--- src/rtl/systolic_seq_ctrl.sv ---
// systolic_seq_ctrl -- job sequencer for an NUM_ROWS x NUM_ROWS systolic array.
//
// One job: clear the PE accumulators, stream K operands through the skewed
// feeders until the wavefront drains (K+2N-2 cycles), then present the N
// result rows one at a time under a valid/ready handshake, then pulse done.
//
// Ports
//   i_clk          clock, rising edge
//   i_rst          asynchronous reset, active low
//   i_start        job request, honoured only in IDLE with i_k_len != 0
//   i_k_len        inner dimension K, latched when start is accepted
//   o_busy         high outside IDLE
//   o_pe_clear     one-cycle accumulator clear (CLEAR state)
//   o_feed_valid   per-lane skewed operand valid, lane i live for i <= t < i+K
//   o_feed_cnt     feed cycle t (0 outside FEED); feeder i reads index t-i
//   o_res_valid    result row presented (READ state)
//   i_res_ready    consumer accepts the presented row
//   o_res_row      index of the presented result row
//   o_done         one-cycle completion pulse
//   i_abort        (SYSTOLIC_SEQ_CTRL_ABORT_EN only) cancel the running job
//   o_aborted      (SYSTOLIC_SEQ_CTRL_ABORT_EN only) one-cycle pulse in the
//                  IDLE cycle that follows an accepted abort
//
// Build option: define SYSTOLIC_SEQ_CTRL_ABORT_EN to add the abort ports.
module systolic_seq_ctrl #(
  parameter int NUM_ROWS = 16,
  parameter int CNT_W    = 8,
  parameter int T_W      = CNT_W + 6,
  localparam int RW      = (NUM_ROWS > 1) ? $clog2(NUM_ROWS) : 1
) (
  input  logic                i_clk,
  input  logic                i_rst,
`ifdef SYSTOLIC_SEQ_CTRL_ABORT_EN
  input  logic                i_abort,
  output logic                o_aborted,
`endif
  input  logic                i_start,
  input  logic [CNT_W-1:0]    i_k_len,
  output logic                o_busy,
  output logic                o_pe_clear,
  output logic [NUM_ROWS-1:0] o_feed_valid,
  output logic [T_W-1:0]      o_feed_cnt,
  output logic                o_res_valid,
  input  logic                i_res_ready,
  output logic [RW-1:0]       o_res_row,
  output logic                o_done
);

  typedef enum logic [2:0] {S_IDLE, S_CLEAR, S_FEED, S_READ, S_DONE} state_t;

  state_t           r_state, w_next;
  logic [CNT_W-1:0] r_k;
  logic [T_W-1:0]   r_t;
  logic [RW-1:0]    r_row;
  logic [T_W-1:0]   w_k_ext;
  logic [T_W-1:0]   w_t_last;
  logic             w_abort;
  logic             w_in_job;
  logic             w_accept;

  assign w_k_ext  = T_W'(r_k);
  // Last feed cycle is K+2N-3: the final PE sees its last operand pair here.
  assign w_t_last = w_k_ext + T_W'(2 * NUM_ROWS - 3);
  assign w_accept = (r_state == S_IDLE) && i_start && (i_k_len != '0);
  // Abort only matters while a job is actually in flight.
  assign w_in_job = (r_state == S_CLEAR) || (r_state == S_FEED) || (r_state == S_READ);

`ifdef SYSTOLIC_SEQ_CTRL_ABORT_EN
  assign w_abort = i_abort && w_in_job;
`else
  assign w_abort = 1'b0;
`endif

  // Next state and state-decoded outputs.
  always_comb begin
    w_next      = r_state;
    o_busy      = (r_state != S_IDLE);
    o_pe_clear  = 1'b0;
    o_res_valid = 1'b0;
    o_done      = 1'b0;
    case (r_state)
      S_IDLE:  if (w_accept) w_next = S_CLEAR;
      S_CLEAR: begin
        o_pe_clear = 1'b1;
        w_next     = S_FEED;
      end
      S_FEED:  if (r_t == w_t_last) w_next = S_READ;
      S_READ: begin
        o_res_valid = 1'b1;
        if (i_res_ready && (r_row == RW'(NUM_ROWS - 1))) w_next = S_DONE;
      end
      S_DONE: begin
        o_done = 1'b1;
        w_next = S_IDLE;
      end
      default: w_next = S_IDLE;
    endcase
    if (w_abort) w_next = S_IDLE;
  end

  always_ff @(posedge i_clk or negedge i_rst) begin
    if (!i_rst) begin
      r_state <= S_IDLE;
      r_k     <= '0;
      r_t     <= '0;
      r_row   <= '0;
    end else begin
      r_state <= w_next;
      if (w_accept) r_k <= i_k_len;
      // t runs only while staying in FEED, so it is 0 on entry and in every other state.
      r_t <= ((r_state == S_FEED) && (w_next == S_FEED)) ? r_t + 1'b1 : '0;
      // Row index holds on stall, returns to 0 whenever READ is left.
      if (w_next == S_READ)
        r_row <= ((r_state == S_READ) && i_res_ready) ? r_row + 1'b1 : r_row;
      else
        r_row <= '0;
    end
  end

`ifdef SYSTOLIC_SEQ_CTRL_ABORT_EN
  logic r_aborted;
  always_ff @(posedge i_clk or negedge i_rst) begin
    if (!i_rst) r_aborted <= 1'b0;
    else        r_aborted <= w_abort;
  end
  assign o_aborted = r_aborted;
`endif

  assign o_feed_cnt = (r_state == S_FEED) ? r_t : '0;
  assign o_res_row  = r_row;

  // Skewed lanes: lane i starts i cycles late and stays live for K cycles.
  for (genvar i = 0; i < NUM_ROWS; i++) begin : g_lane
    assign o_feed_valid[i] = (r_state == S_FEED) && (r_t >= T_W'(i)) &&
                             (r_t < T_W'(i) + w_k_ext);
  end

endmodule

--- config.mk ---
export PLATFORM = sky130hd
export DESIGN_NAME = systolic_seq_ctrl
export DESIGN_NICKNAME = d
export VERILOG_FILES = /design/src/rtl/systolic_seq_ctrl.sv
export SDC_FILE = /design/constraint.sdc
export NUM_CORES = 1
export LEC_CHECK = 0
export ABC_CLOCK_PERIOD_IN_PS = 4130
export BUFFER_PORTS_ARGS = -buffer_cell sky130_fd_sc_hd__buf_2
export CAP_MARGIN = 20
export CORE_AREA = 2 2 81 122
export DETAILED_ROUTE_END_ITERATION = 8
export DIE_AREA = 0 0 83 124
export PLACE_DENSITY_LB_ADDON = 0.12
export SLEW_MARGIN = 20
export SYNTH_ARGS = -nofsm -noshare
export SYNTH_HDL_FRONTEND = slang
export SYNTH_SLANG_ARGS = --single-unit
--- constraint.sdc ---
create_clock -name i_clk -period 4.13 [get_ports i_clk]
set_input_delay 0.413 -clock i_clk [delete_from_list [all_inputs] [get_ports i_clk]]
set_output_delay 0.413 -clock i_clk [all_outputs]
set_load 0.05 [all_outputs]
==> results of run 1 <==
[per-layer routing]
metal | vias up | GRT usage | share of wire
met5 | - | 0 | 0
met4 | 0 | 0.257 | 0.070
met3 | 77 | 0.0524 | 0.052
met2 | 201 | 0.615 | 0.49
met1 | 2456 | 0.389 | 0.39
li1 | 2488 | - | -
[flip-flops by register name (all words and copies together) (netlist names)]
| name | flops |
|---|---|
| o_res_row | 4 |
| r_state | 3 |
| r_t | 14 |
| r_k | 8 |
[metrics by stage]
step / hold slack, ns / total power [uW] / setup slack (ns) / instances
floorplan: 0.117 / 1350 / 0.323 / 673
global placement: 0.484 / 1690 / 0.678 / 829
detailed placement: 0.493 / 1730 / 0.520 / 829
CTS: 0.200 / 2100 / 0.191 / 836
global route: 0.248 / 2270 / 0.0558 / 836
finish: 0.176 / 2110 / 0.324 / 836
[path summary, 6_finish.rpt]
path | from | to | slack, ns | cells past startpoint
max in group asynchronous | i_rst | r_k[2] | 3.46 | 1
max reg2reg | r_k[2] | r_t[8] | 1.13 | 11
min in group i_clk | i_k_len[3] | r_k[3] | 0.35 | 3
min | i_rst | r_t[10] | 0.18 | 1
max | r_k[2] | o_feed_valid[15] | 0.32 | 12
min reg2reg | r_state[2] | r_state[1] | 0.53 | 1
[what timing repair did]
action / 4_1_cts / 5_1_grt
resized for setup: 0 / 4
endpoints found under the setup margin: 0 / 2
hold endpoints to repair: 0 / 0
[cell families (layout without fill, tap and decap cells)]
group | Yosys count | count (layout) | synth area share
buffers and inverters | 61 | 112 | 0.0431
XOR/XNOR | 87 | 87 | 0.141
AND/OR/NAND/NOR | 223 | 223 | 0.209
flip-flops | 29 | 29 | 0.134
multiplexers | 2 | 2 | 0.00371
AO/OA/AOI/OAI | 141 | 141 | 0.167
adder cells (fa/ha/maj) | 130 | 130 | 0.301
[cells in the mapped netlist, drive strengths merged, types with 6 or more instances]
cell	instances
nand4	14
and3	20
buf	6
nor3b	7
clkbuf	22
ha	130
nand2b	14
nor2b	7
dfrtp	29
a21o	22
nand3	16
xor2	16
o21ai	23
a2111oi	7
nand2	63
a21oi	53
inv	31
nor2	56
nor3	9
xnor2	71
o21bai	7
[layout make-up]
class,instances,area share
Timing Repair Buffer,72,0.0695
Clock buffer,7,0.0237
Tap cell,112,0.0233
Sequential cell,29,0.121
Inverter,33,0.0206
Multi-Input combinational cell,583,0.742
[where the power goes]
| part | total [uW] | internal (uW) | switching, uW | leakage (uW) |
|---|---|---|---|---|
| registers | 414 | 324 | 90.4 | 0.000366 |
| logic | 1340 | 486 | 850 | 0.00271 |
| clock network | 360 | 236 | 124 | 0.0000700 |
| total | 2110 | 1050 | 1060 | 0.00315 |
[critical path, cell delays in order (launching register included)]
cell and delay [ns]:
dfrtp_2 0.50, inv_1 0.25, ha_1 0.33, nand2_1 0.13, a21oi_1 0.25, nor2_1 0.08
xnor2_1 0.14, ha_1 0.30, a21oi_1 0.17, nor3b_1 0.07, a2111oi_1 0.43, o21a_1 0.21
buf_2 0.27
==> reports/results.tsv, run 1 <==
metric	value	unit
syn_area_per_cell	8.02	sq um
setup_violations	0	
mappedNetlistNets	815	
synth_cell_types	53	
io_pins	50	
critPathKind	reg -> out	
dp_hpwl	13.3	mm
cp.required	3.72	ns
synth-seq-cells	29	
min_period_over_period	0.921	
ant_nets	0	
routed_wirelength	17.4	mm
h-tree-depth	2	
cts_buffers	5	
fin_worst_skew	0.00490	ns
clock.fmax	263	MHz
fin_area	6010	sq um
coreArea	9200	sq um
postSynthCellCount	673	
cts_tree	yes	
vias	5222	
hold_violations	0	
synth_area_leaders	ha_1 (30%), dfrtp_1 (13%), xnor2_1 (12%)	
post-route-util	0.654	
antenna_found_initial	0	
layout_commonest_cell	ha_1	
dr.pass1.iters	5	
root_buffer	clkbuf_16	
area_delta_synth_final	11.4	%
tightest_slew	1.07	ns
num_antenna_cells	0	
wl_per_cell	20.8	microns
drt_iter0_drc	377	
peakVddDrop	0.411	mV
power_density	351	nW/um^2
status	finished, final reports clean	
num-nets-final	866	
floorplan.initialDensity	0.587	
cap_violations	0	
dieArea	10300	sq um
synth_warnings	0	
power.leakage	0.00315	uW
cts_num_sinks	29	
ctsLongestPathBuffers	2	
crit_arrival	3.39	ns
grt_pass1_vias	5535	
n_fill_cell	829	
die-height	124	microns
synthFlopType	dfrtp_1	
hold_path.class	in -> async	
yosysSeqAreaShare	0.134	
track_usage	0.352	
cts_hold_buffers	0	
synth_top_area_frac	0.301	
gp_congestion	1.04	
multi_input_area	4460	sq um
drive_gt1_frac	0.130	
crit_path_end_kind	output pin	
final_cell_mix	ha_1 (130), xnor2_1 (71), nand2_1 (62)	
seqCellArea	728	sq um
cp-start-kind	flop	
cts_setup_buffers	0	
syn_area	5400	sq um
grt_max_degree	30	
synth_top_cell_by_area	ha_1	
grt_overflow_total	0	
clk_latency	0.28	ns
drc_errors	0	
fp.dieW	83	microns
rsz0062_at_grt	false	
postPlaceCellArea	5870	sq um
viasPerCell	6.25	
row_count	43	
cp_max_fo	12	
slew_headroom	0.290	
fin_crit	3.81	ns
tns	0	ns
grt_pass1_wl	28.7	mm
clk_pin_slew	0.05	ns
port_buffers	49	
synth-edff-count	0	
slew_violations	0	
async_reset_ff_frac	1.00	
Power figures use the tool's default switching activity.
==> run 2: changes to the inputs <==
==> config.mk (replaced) <==
export PLATFORM = sky130hd
export DESIGN_NAME = systolic_seq_ctrl
export DESIGN_NICKNAME = d
export VERILOG_FILES = /design/src/rtl/systolic_seq_ctrl.sv
export SDC_FILE = /design/constraint.sdc
export NUM_CORES = 1
export LEC_CHECK = 0
export ABC_CLOCK_PERIOD_IN_PS = 3300
export BUFFER_PORTS_ARGS = -buffer_cell sky130_fd_sc_hd__buf_2
export CAP_MARGIN = 20
export CORE_AREA = 2 2 84 127
export DETAILED_ROUTE_END_ITERATION = 8
export DIE_AREA = 0 0 86 129
export PLACE_DENSITY = 0.86
export SLEW_MARGIN = 20
export SYNTH_ARGS = -nofsm -noshare
export SYNTH_HDL_FRONTEND = slang
export SYNTH_SLANG_ARGS = --single-unit
==> constraint.sdc (replaced) <==
create_clock -name i_clk -period 3.3 [get_ports i_clk]
set_input_delay 0.33 -clock i_clk [delete_from_list [all_inputs] [get_ports i_clk]]
set_output_delay 0.33 -clock i_clk [all_outputs]
set_load 0.05 [all_outputs]
==> reports/results.tsv, run 2 (synthesis gave the netlist of run 1 again) <==
metric	value	unit
status	complete, but fails checks	
violations	setup timing	
grt_pass1_wl	29.7	mm
floorplan.initialDensity	0.542	
cts_num_sinks	29	
rr_startpoint	r_k[1]	
largest_register	r_t	
drt_iter0_drc	352	
final_cells	877	
path_buf_inv	2	
path_cells	buf_4 -> ha_2 -> nor2b_4 -> nor2_1 -> xnor2_1 -> ha_1 -> a21oi_1 -> nand2_1 -> a21oi_2 -> o21ai_2 -> a2111oi_4 -> buf_6	
cts_hold_buffers	0	
cp-start-kind	flop	
ctsLongestPathBuffers	2	
num-nets-final	901	
gp_congestion	1.03	
cts_tree	yes	
slowest_delay	0.45	ns
fin_area	6540	sq um
clock.fmax	302	MHz
antenna_found_initial	0	
cp_top_family	compound AO/OA/AOI/OAI gates	
clk_pin_slew	0.05	ns
critical_path.startpoint	r_k[1]	
crit_path_end_kind	output pin	
layout_setup_ws	-0.00731	ns
cp_max_fo	5	
largest_register_ff_count	14	
hold_violations	0	
setup_violations	1	
routed_wirelength	18.7	mm
peakVddDrop	0.730	mV
track_usage	0.345	
layout_commonest_cell	ha_1	
dieArea	11100	sq um
hold_path.class	in -> async	
area_delta_synth_final	21.1	%
tightest_slew	0.953	ns
slew_headroom	0.364	
ant_nets	0	
cts_buffers	5	
fin_crit	3.31	ns
h-tree-depth	2	
dpl_worst_slack	0.0864	ns
grt_use_met2	0.588	
dp.cells	860	
critPathKind	reg -> out	
port_buffers	49	
slew_violations	0	
io_pins	50	
vias	5556	
grt_overflow_total	0	
power.leakage	0.00334	uW
dp_hpwl	14.3	mm
power_density	436	nW/um^2
row_count	45	
cp.required	2.97	ns
root_buffer	clkbuf_16	
viasPerCell	6.34	
slowest_stage	dfrtp_2	
grt_pass1_vias	5813	
wl_per_cell	21.4	microns
dr.pass1.iters	5	
grt_max_degree	30	
cap_violations	0	
drive_gt1_frac	0.222	
postPlaceCellArea	6090	sq um
final_cell_mix	ha_1 (124), xnor2_1 (70), buf_4 (61)	
grt.met1_usage	0.365	
fin_worst_skew	0.00747	ns
clk_latency	0.28	ns
fp.dieW	86	microns
num_antenna_cells	0	
drc_errors	0	
die-height	129	microns
crit_arrival	2.98	ns
min_period_over_period	1.00	
use_met3	0.0487	
coreArea	9970	sq um
rsz0062_at_grt	true	
grt_busiest_layer	met2	
-- run 2: power by group --
part	internal (uW)	switching (uW)
Sequential	407	76.4
Combinational	730	1200
Clock	276	161
-- run 2: cell type report --
type	instances	area [sq um]
multi-input cells	583	4660
fillers	795	3430
repair buffers	107	733
flip-flops and latches	29	731
well taps	117	146
clock buffers	6	129
inverters	33	128
clock inverters	2	10.0
-- run 2: layer usage --
| metal | part of all wire | up-vias | routed length [microns] |
|---|---|---|---|
| li1 | - | 2574 | - |
| met1 | 0.37 | 2622 | 6980 |
| met2 | 0.48 | 252 | 8980 |
| met3 | 0.051 | 108 | 953 |
| met4 | 0.097 | 0 | 1830 |
| met5 | 0 | - | 0 |
-- run 2: per-stage QoR --
step           utilization  power [uW]  hold WS, ns  setup TNS [ns]
2_1_floorplan            -        1700       0.0344          -0.122
3_3_place_gp         0.611        2190        0.399               0
3_5_place_dp         0.611        2260        0.408               0
4_1_cts              0.634        2740        0.115         -0.0181
5_1_grt              0.656        3030        0.151          -0.328
6_report             0.656        2850       0.0934        -0.00731
-- run 2: repair_timing --
| item | CTS | global route |
|---|---|---|
| endpoints found under the setup margin | 12 | 13 |
| buffers inserted | 0 | 9 |
| pin swaps | 1 | 10 |
| gates resized for setup | 30 | 39 |
-- run 2: final timing paths --
path	depth (start not counted)	to	slack [ns]
max	12	o_feed_valid[13]	-0.007
min reg2reg	1	r_state[1]	0.54
min	1	r_t[12]	0.09
max in group asynchronous	1	r_k[4]	2.71
max reg2reg	11	r_t[3]	0.34
min in group i_clk	3	r_k[3]	0.27
==> run 3: changes to the inputs <==
==> constraint.sdc (replaced) <==
create_clock -name i_clk -period 3.3 [get_ports i_clk]
set_input_delay 0.33 -clock i_clk [delete_from_list [all_inputs] [get_ports i_clk]]
set_output_delay 0.33 -clock i_clk [all_outputs]
set_load 0.01 [all_outputs]
==> reports/results.tsv, run 3 (synthesis gave the netlist of run 1 again) <==
metric	value	unit
dr.pass1.iters	5	
hold_violations	0	
rr_endpoint	r_t[4]	
area_delta_synth_final	17.8	%
routed_wirelength	17.8	mm
antenna_found_initial	0	
cts_tree	yes	
status	finished, final reports clean	
die-height	129	microns
final_cell_mix	ha_1 (122), xnor2_1 (71), nand2_1 (62)	
clock.fmax	308	MHz
r2r_slack	0.47	ns
h-tree-depth	2	
cp.required	2.97	ns
dieArea	11100	sq um
ant_nets	0	
floorplan.initialDensity	0.542	
cp-start-kind	flop	
hold_path.class	in -> async	
num_antenna_cells	0	
r2r_cells	11	
fin_worst_skew	0.00467	ns
power_density	422	nW/um^2
fin_area	6360	sq um
critical_path.startpoint	r_k[3]	
grt_pass1_wl	27.7	mm
row_count	45	
largest_register_ff_count	14	
cap_violations	0	
grt_overflow_total	0	
fp.dieW	86	microns
coreArea	9970	sq um
fin_crit	3.25	ns
grt_pass1_vias	5542	
viasPerCell	6.39	
rsz0062_at_grt	true	
postPlaceCellArea	5940	sq um
cts_buffers	5	
io_pins	50	
ctsLongestPathBuffers	2	
cp_max_fo	9	
drive_gt1_frac	0.201	
wl_per_cell	20.6	microns
drt_iter0_drc	404	
tightest_slew	0.962	ns
num-nets-final	887	
vias	5514	
cts_num_sinks	29	
critPathKind	reg -> out	
power.leakage	0.00327	uW
peakVddDrop	0.636	mV
rr_startpoint	r_k[4]	
gp_congestion	1.05	
drc_errors	0	
track_usage	0.321	
port_buffers	49	
clk_latency	0.28	ns
largest_register	r_t	
clk_pin_slew	0.05	ns
crit_path_end_kind	output pin	
setup_violations	0	
min_period_over_period	0.984	
dp_hpwl	13.4	mm
cts_hold_buffers	0	
layout_commonest_cell	ha_1	
slew_violations	0	
grt_max_degree	30	
slew_headroom	0.359	
root_buffer	clkbuf_16	
crit_arrival	2.92	ns
hold_slack	0.0895	ns
endpoint	o_feed_valid[9]	
==> run 3: worst min-delay path by stage <==
stage / from / endpoint / slack, ns / cells after the start
after floorplan: i_rst / o_res_row[0] / 0.03 / 0
after global placement: i_rst / r_t[3] / 0.39 / 1
after detailed placement: i_rst / r_t[11] / 0.40 / 1
after CTS: i_rst / r_t[3] / 0.11 / 1
after global routing: i_rst / r_t[9] / 0.15 / 1
final: i_rst / r_t[9] / 0.09 / 1
==> run 3: per-layer routing <==
layer / GRT usage / part of all wire / up-vias
met5: 0 / 0 / -
met4: 0.271 / 0.10 / 0
met3: 0.0385 / 0.064 / 120
met2: 0.548 / 0.47 / 293
met1: 0.348 / 0.36 / 2571
li1: - / - / 2530
==> run 3: critical path: stages, from the launching register on <==
cell       delay [ns]
dfrtp_1          0.40
clkinv_4         0.12
buf_4            0.15
ha_1             0.22
a21oi_1          0.43
nor2_1           0.10
xnor2_1          0.15
ha_1             0.19
a21oi_1          0.14
nor3b_1          0.06
a2111oi_1        0.37
o21a_1           0.18
buf_2            0.12
==> run 3: area by class of cell <==
cell class                      count  area [sq um]
Clock buffer                        7           153
Clock inverter                      1          5.00
Fill cell                         836          3610
Inverter                           33           131
Multi-Input combinational cell    583          4610
Sequential cell                    29           727
Tap cell                          117           146
Timing Repair Buffer               93           583
==> run 3: what timing repair did <==
item                                   in CTS  in global routing
buffers inserted                            0                 11
endpoints found under the hold margin       0                  0
pin swaps                                   2                  8
setup endpoints to repair                   7                 13
cloned                                      0                  0
resized for setup                          10                 38
==> run 3: per-stage QoR <==
| stage | total power (uW) | std cells | setup TNS (ns) | setup slack [ns] | util |
|---|---|---|---|---|---|
| 5_1_grt | 2870 | 863 | -0.0845 | -0.0388 | 0.638 |
| 6_report | 2680 | 863 | 0 | 0.0531 | 0.638 |
| 3_3_place_gp | 1990 | 844 | 0 | 0.222 | 0.596 |
| 3_5_place_dp | 2060 | 844 | 0 | 0.157 | 0.596 |
| 2_1_floorplan | 1560 | 673 | 0 | 0.0648 | - |
| 4_1_cts | 2560 | 852 | 0 | 0.0105 | 0.615 |
==> run 3: where the power goes <==
group / switching [uW] / internal, uW / leakage [uW]
sequential: 86.8 / 406 / 0.000367
combinational: 1020 / 688 / 0.00282
clock: 162 / 319 / 0.0000799
total: 1270 / 1410 / 0.00327
